[src/rtl/truth_table_sequencer.sv]
// Exhaustive 16-vector truth-table sequencer for a 4-input, 3-output
// combinational datapath. Each vector is applied, allowed to settle for
// SETTLE_CYCLES cycles, then {f,g,h} is captured into a 16-entry result table.
// Optional feature: define TTS_SIGNATURE_EN to build the 12-bit running
// signature register; otherwise sig is tied to zero.
module truth_table_sequencer #(
    parameter int unsigned SETTLE_CYCLES = 1
) (
    input  logic       clk,
    input  logic       rst,
    input  logic       start,
    input  logic       abort,
    input  logic       f,
    input  logic       g,
    input  logic       h,
    output logic       a,
    output logic       b,
    output logic       c,
    output logic       d,
    output logic       busy,
    output logic       done,
    input  logic [3:0] rd_addr,
    output logic [2:0] rd_data,
    output logic [11:0] sig
);

    typedef enum logic [2:0] {
        StIdle,
        StApply,
        StSettle,
        StCapture,
        StDone
    } state_e;

    // Counter preload so that SETTLE lasts exactly SETTLE_CYCLES cycles.
    localparam logic [3:0] SettleLoad =
        (SETTLE_CYCLES == 0) ? 4'd0 : 4'(SETTLE_CYCLES - 1);

    state_e     state_q, state_d;
    logic [3:0] idx_q, idx_d;
    logic [3:0] cnt_q, cnt_d;
    logic       cap_we;
    logic [2:0] tbl_q [16];

    // Control state registers, synchronous reset.
    always_ff @(posedge clk) begin
        if (rst) begin
            state_q <= StIdle;
            idx_q   <= 4'd0;
            cnt_q   <= 4'd0;
        end else begin
            state_q <= state_d;
            idx_q   <= idx_d;
            cnt_q   <= cnt_d;
        end
    end

    // Next-state logic; abort beats start and every in-scan transition.
    always_comb begin
        state_d = state_q;
        idx_d   = idx_q;
        cnt_d   = cnt_q;
        cap_we  = 1'b0;
        unique case (state_q)
            StIdle, StDone: begin
                if (abort) begin
                    state_d = StIdle;
                end else if (start) begin
                    state_d = StApply;
                    idx_d   = 4'd0;
                end
            end
            StApply: begin
                if (abort) begin
                    state_d = StIdle;
                end else if (SETTLE_CYCLES == 0) begin
                    state_d = StCapture;
                end else begin
                    state_d = StSettle;
                    cnt_d   = SettleLoad;
                end
            end
            StSettle: begin
                if (abort) begin
                    state_d = StIdle;
                end else if (cnt_q == 4'd0) begin
                    state_d = StCapture;
                end else begin
                    cnt_d = cnt_q - 4'd1;
                end
            end
            StCapture: begin
                if (abort) begin
                    state_d = StIdle;
                end else begin
                    cap_we = 1'b1;
                    if (idx_q == 4'd15) begin
                        state_d = StDone;
                    end else begin
                        state_d = StApply;
                        idx_d   = idx_q + 4'd1;
                    end
                end
            end
            default: state_d = StIdle;
        endcase
    end

    // Status and vector outputs decoded from the current state.
    always_comb begin
        busy = (state_q == StApply) || (state_q == StSettle) || (state_q == StCapture);
        done = (state_q == StDone);
        {a, b, c, d} = busy ? idx_q : 4'd0;
    end

    // Result table: captured on the edge leaving CAPTURE, cleared by reset.
    always_ff @(posedge clk) begin
        if (rst) begin
            for (int i = 0; i < 16; i++) begin
                tbl_q[i] <= 3'd0;
            end
        end else if (cap_we) begin
            tbl_q[idx_q] <= {f, g, h};
        end
    end

    // Registered read port; a same-edge write returns the previous contents.
    always_ff @(posedge clk) begin
        if (rst) begin
            rd_data <= 3'd0;
        end else begin
            rd_data <= tbl_q[rd_addr];
        end
    end

`ifdef TTS_SIGNATURE_EN
    logic [11:0] sig_q;
    logic        sig_clr;

    // A scan launch happens only from IDLE/DONE with start and no abort.
    assign sig_clr = !busy && start && !abort;

    // Rotate-and-xor signature over every captured result.
    always_ff @(posedge clk) begin
        if (rst) begin
            sig_q <= 12'h000;
        end else if (sig_clr) begin
            sig_q <= 12'h000;
        end else if (cap_we) begin
            sig_q <= {sig_q[10:0], sig_q[11]} ^ {9'b0, f, g, h};
        end
    end

    assign sig = sig_q;
`else
    assign sig = 12'h000;
`endif

endmodule

[config.mk]
export PLATFORM = sky130hd
export DESIGN_NAME = truth_table_sequencer
export DESIGN_NICKNAME = d
export VERILOG_FILES = /design/src/rtl/truth_table_sequencer.sv
export SDC_FILE = /design/constraint.sdc
export NUM_CORES = 1
export LEC_CHECK = 0
export ABC_AREA = 1
export BUFFER_PORTS_ARGS = -buffer_cell sky130_fd_sc_hd__buf_2
export CORE_ASPECT_RATIO = 0.8
export CORE_MARGIN = 3
export CORE_UTILIZATION = 35
export DETAILED_ROUTE_END_ITERATION = 10
export PLACE_DENSITY = 0.58
export SYNTH_ARGS = -nofsm -noshare
export SYNTH_HDL_FRONTEND = slang
export SYNTH_SLANG_ARGS = --single-unit
[constraint.sdc]
create_clock -name clk -period 1.97 [get_ports clk]
set_clock_uncertainty 0.05 [all_clocks]
set_input_delay 0.197 -clock clk [delete_from_list [all_inputs] [get_ports clk]]
set_output_delay 0.197 -clock clk [all_outputs]
set_load 0.05 [all_outputs]
==> flow_summary.toml, run 1 <==
[critical_path]
critPathKind = "reg2out"
worstPathMaxFanout = 4
worstSetupStartpoint = "state_q[1]"
cp_slowest_cell = "dfxtp_1"
slowest_delay_ns = 0.41
crit_chain = "nor2_1 -> nor2_2 -> inv_1 -> nor2_2 -> buf_2"
r2r_end = "tbl_q[0][2]"
r2r-start = "state_q[1]"
startpoint_type = "flop"
arrival_ns = 1.48
rrSetupSlack_ns = 0.35
end_kind = "output port"
crit_top_cell = "nor2_2"
setup.worst_path.end = "a"
r2r_cells = 6
worstPathRequired_ns = 1.72

[detailed_routing]
drc_errors = 0
wl_per_cell_um = 13.3
wirelength_mm = 7.23
ant_nets = 0
detail_route.vias_per_cell = 4.72
route.vias.total = 2565
dr.pass1.iters = 5
drt_iter0_drc = 117

[place]
hpwlAfterDp_mm = 5.21
gp_congestion = 0.815
portBuffers = 19
post_dp_cell_area_um2 = 3450

[logic_synthesis]
ys_types = 28
ys_seq_area_share_pct = 52.4
syn-instance-count = 406
syn_avg_cell_area_um2 = 8.09
netlist_area_um2 = 3280
ys_ff_latch = 62
yosysWarnings = 0

[cells_and_area]
diodes = 0
fin_nets = 443
final_cell_mix = "nand2_1 (119), nor2_1 (63), inv_1 (49)"
final_layout_size_suffix_gt1_share_pct = 11.6
synthToLayoutAreaGrowth_pct = 13.1
layout_commonest_cell = "nand2_1"
final_cell_area_um2 = 3710
fillers = 930

[grt]
grt_pass1_vias = 2371
grt_overflow = 0
antenna_found_initial = 0
track_usage_pct = 14.3
grt_start_max_net_pins = 19
grt_pass1_wl_mm = 11.6

[flow_run]
cap_violations = 0

[clock_tree]
cts.sinks = 62
tritoncts = "built"
clock_latency_ns = 0.33
cts-htree-levels = 3
cts_setup_buffers = 0
post_cts_resized = 0
numCtsBuffers = 9
hold_buffers = 0
ctsRootBufferMaster = "clkbuf_16"
clockBufferDepth = 2
clk_pin_slew_worst_paths_ns = 0.05

[timing]
slew_violations = 0
relSlewSlack_pct = 54.7
min_period_over_period_pct = 87.5
fmax_mhz = 580
fin_setup_tns_ns = 0
worst_pin_slew_ns = 0.678
min_period_ns = 1.72
rsz0062_at_grt = "false"
setup_violations = 0
finalHoldViolCount = 0

[pwr]
p_per_area_nw_per_um2 = 860
combPwrFrac_pct = 10.2
p_int_uw = 2410
p_clk_share_pct = 43.6
swShare_pct = 24.4
p_sw_uw = 779
power_leakage_uw = 0.00168
peakVddDrop_uv = 346
seq_power_share_pct = 46.2

[die]
die_w_um = 114
die_area_um2 = 10600
ios = 32
start_util_pct = 37.4
chipHeight_um = 92.6
coreArea_um2 = 8780
row_count = 30

[status]
status = "completed"

[hold_path]
min_path_type = "in2reg"
hold_start = "rd_addr[3]"
routing by layer:
layer	up-vias	share of wire (%)	global-route usage, %
met5	-	0	0
met4	0	1.4	4.35
met3	7	7.2	5.16
met2	70	42	21.0
met1	1190	49	19.8
li1	1298	-	-
power groups by stage:
| stage | Combinational [µW] | Sequential (µW) | Clock [µW] |
|---|---|---|---|
| after CTS | 324 | 1480 | 1420 |
| after floorplan | 248 | 1510 | 0 |
| after global placement | 321 | 1500 | 0 |
| after detailed placement | 323 | 1500 | 0 |
| after global routing | 359 | 1480 | 1480 |
| final | 325 | 1480 | 1390 |
Yosys cell counts (all sizes together):
library cell | count | area [µm²]
nor3b | 1 | 7.51
dfxtp | 14 | 280
nand2 | 121 | 464
ha | 6 | 75.1
nor2 | 73 | 307
edfxtp | 48 | 1440
xor2 | 2 | 17.5
nand4 | 2 | 12.5
clkbuf | 4 | 15.0
inv | 50 | 188
a21oi | 11 | 55.1
o21ai | 5 | 28.8
conb | 1 | 3.75
nor3 | 2 | 10.0
nand3b | 1 | 7.51
buf | 22 | 144
nand3 | 43 | 228
metrics by stage:
step	total power (µW)	utilization, %	setup slack [ns]	hold WS, ns	std cells
6_report	3190	42.3	0.247	0.155	543
2_1_floorplan	1760	-	0.110	0.307	417
5_1_grt	3320	42.3	0.134	0.151	543
3_3_place_gp	1820	39.3	0.401	0.430	527
3_5_place_dp	1820	39.3	0.379	0.454	527
4_1_cts	3220	42.3	0.252	0.133	543
worst min-delay path by stage:
stage / cells after the start / endpoint
after global placement: 2 / cnt_q[0]
after global routing: 3 / rd_data[2]
after floorplan: 2 / rd_data[0]
after CTS: 3 / rd_data[2]
final: 3 / rd_data[2]
after detailed placement: 2 / state_q[2]
state kept, by name, indices dropped and copies added (netlist names):
name,count
idx_q,4
cnt_q,4
state_q,3
tbl_q,48
rd_data,3
critical path: cells and delay by family (launching register included):
kind                   cells  cell delay, ns
and+or+nand+nor            3            0.34
DFF                        1            0.41
buffers and inverters      2            0.38
cells by family (layout without fill, tap and decap cells):
family | Yosys count | in the layout | share of synthesized area, %
compound gates | 16 | 16 | 2.55
fa+ha+maj | 6 | 6 | 2.29
other cells | 1 | 12 | 0.114
flops | 62 | 62 | 52.4
xor+xnor | 2 | 2 | 0.533
simple gates | 243 | 243 | 31.5
buf+inv | 76 | 90 | 10.6
area by class of cell:
class,instances,area (µm²),area share [%]
flip-flops and latches,62,1720,46.3
inverters,50,188,5.05
repair buffers,24,133,3.57
clock inverters,1,5.00,0.135
multi-input cells,279,1270,34.2
well taps,112,140,3.77
clock buffers,15,258,6.94
Power figures use the tool's default switching activity.
==> run 2, diff against run 1 <==
--- a/config.mk
+++ b/config.mk
@@ -9,9 +9,10 @@
 export BUFFER_PORTS_ARGS = -buffer_cell sky130_fd_sc_hd__buf_2
 export CORE_ASPECT_RATIO = 0.8
 export CORE_MARGIN = 3
-export CORE_UTILIZATION = 35
+export CORE_UTILIZATION = 46
 export DETAILED_ROUTE_END_ITERATION = 10
-export PLACE_DENSITY = 0.58
+export PLACE_DENSITY = 0.71
+export REMOVE_ABC_BUFFERS = 1
 export SYNTH_ARGS = -nofsm -noshare
 export SYNTH_HDL_FRONTEND = slang
 export SYNTH_SLANG_ARGS = --single-unit
==> flow_summary.toml, run 2 (same netlist as run 1, synthesis figures left out) <==
[cells_and_area]
largest_reg_flops = 48
diodes = 0
final_util_pct = 53.7
fillers = 625
fin_cells = 514
regMostFlops = "tbl_q"
final_cell_area_um2 = 3560
layout_commonest_cell = "nand2_1"
final_layout_size_suffix_gt1_share_pct = 10.9
fin_nets = 442
top_regs = "tbl_q x48, cnt_q x4, idx_q x4"
synthToLayoutAreaGrowth_pct = 8.53
final_cell_mix = "nand2_1 (119), nor2_1 (68), inv_1 (49)"

[detailed_routing]
ant_nets = 0
route.met3.wl_um = 592
met1_length_mm = 2.99
route.vias.total = 2559
detail_route.vias_per_cell = 4.98
drc_errors = 0
wl_per_cell_um = 13.3
top_layer_used = "met4"
wl_met2_mm = 3.10
drt_iter0_drc = 226
dr.pass1.iters = 4
wirelength_mm = 6.82

[grt]
grt_overflow = 0
grt_pass1_vias = 2431
grt_pass1_wl_mm = 11.4
antenna_found_initial = 0
grt_start_max_net_pins = 25
track_usage_pct = 18.6

[timing]
worst_pin_slew_ns = 0.667
setup_slack_ns = 0.262
fmax_mhz = 585
setup_violations = 0
min_period_over_period_pct = 86.7
min_period_ns = 1.71
relSlewSlack_pct = 55.5
finalHoldViolCount = 0
rsz0062_at_grt = "false"
slew_violations = 0
hold_slack_ns = 0.118

[clock_tree]
clock_latency_ns = 0.34
post_cts_resized = 0
numCtsBuffers = 9
tritoncts = "built"
cts_setup_buffers = 0
cts.sinks = 62
cts-htree-levels = 3
hold_buffers = 0
clockBufferDepth = 2
ctsRootBufferMaster = "clkbuf_8"
clk_pin_slew_worst_paths_ns = 0.07

[pwr]
power_leakage_uw = 0.00163
p_per_area_nw_per_um2 = 773
peakVddDrop_uv = 361

[die]
die_w_um = 100
row_count = 26
start_util_pct = 49.5
die_area_um2 = 8200
chipHeight_um = 81.6
coreArea_um2 = 6640
ios = 32

[place]
portBuffers = 19
post_dp_cell_area_um2 = 3400
hpwlAfterDp_mm = 4.95
placed_cells = 498
gp_congestion = 0.844
pre_cts_slack_ns = 0.379

[critical_path]
worstPathMaxFanout = 4
startpoint_type = "flop"
end_kind = "output port"
arrival_ns = 1.46
critPathKind = "reg2out"
worstPathRequired_ns = 1.72

[status]
status = "completed"

[hold_path]
min_path_type = "in2reg"

[flow_run]
cap_violations = 0
-- run 2: area by class of cell --
cell class	count	area, µm²	share of cell area, %
clock buffers	12	145	4.07
clock inverters	4	22.5	0.632
inverters	50	188	5.27
multi-input cells	279	1260	35.3
flip-flops and latches	62	1720	48.3
well taps	84	105	2.95
repair buffers	23	125	3.51
-- run 2: per-layer routing --
metal	GRT usage [%]	up-vias
met2	28.6	90
met4	8.34	0
met1	23.7	1160
met3	6.79	16
li1	-	1293
met5	0	-
-- run 2: worst paths after layout --
path / startpoint / end / slack, ns / cells past startpoint
worst max register to register: state_q[0] / tbl_q[1][2] / 0.36 / 6
worst min register to register: cnt_q[0] / cnt_q[0] / 0.43 / 2
worst min-delay path: rd_addr[3] / rd_data[0] / 0.12 / 3
worst max-delay path: state_q[0] / a / 0.26 / 5
-- run 2: critical path, stage by stage (launching register included) --
cell,delay [ns]
dfxtp_1,0.41
nor2_1,0.12
nor2_1,0.13
inv_1,0.10
nor2_1,0.09
buf_2,0.27
-- run 2: where the power goes --
part | switching (µW) | internal, µW | total [µW]
clock network | 482 | 484 | 967
registers | 18.9 | 1450 | 1470
logic | 243 | 72.4 | 316
-- run 2: metrics by stage --
step	total power (µW)	TNS, ns
after detailed placement	1810	0
after floorplan	1720	-1.33
final	2750	0
after global placement	1810	0
after CTS	2780	0
after global routing	2870	0
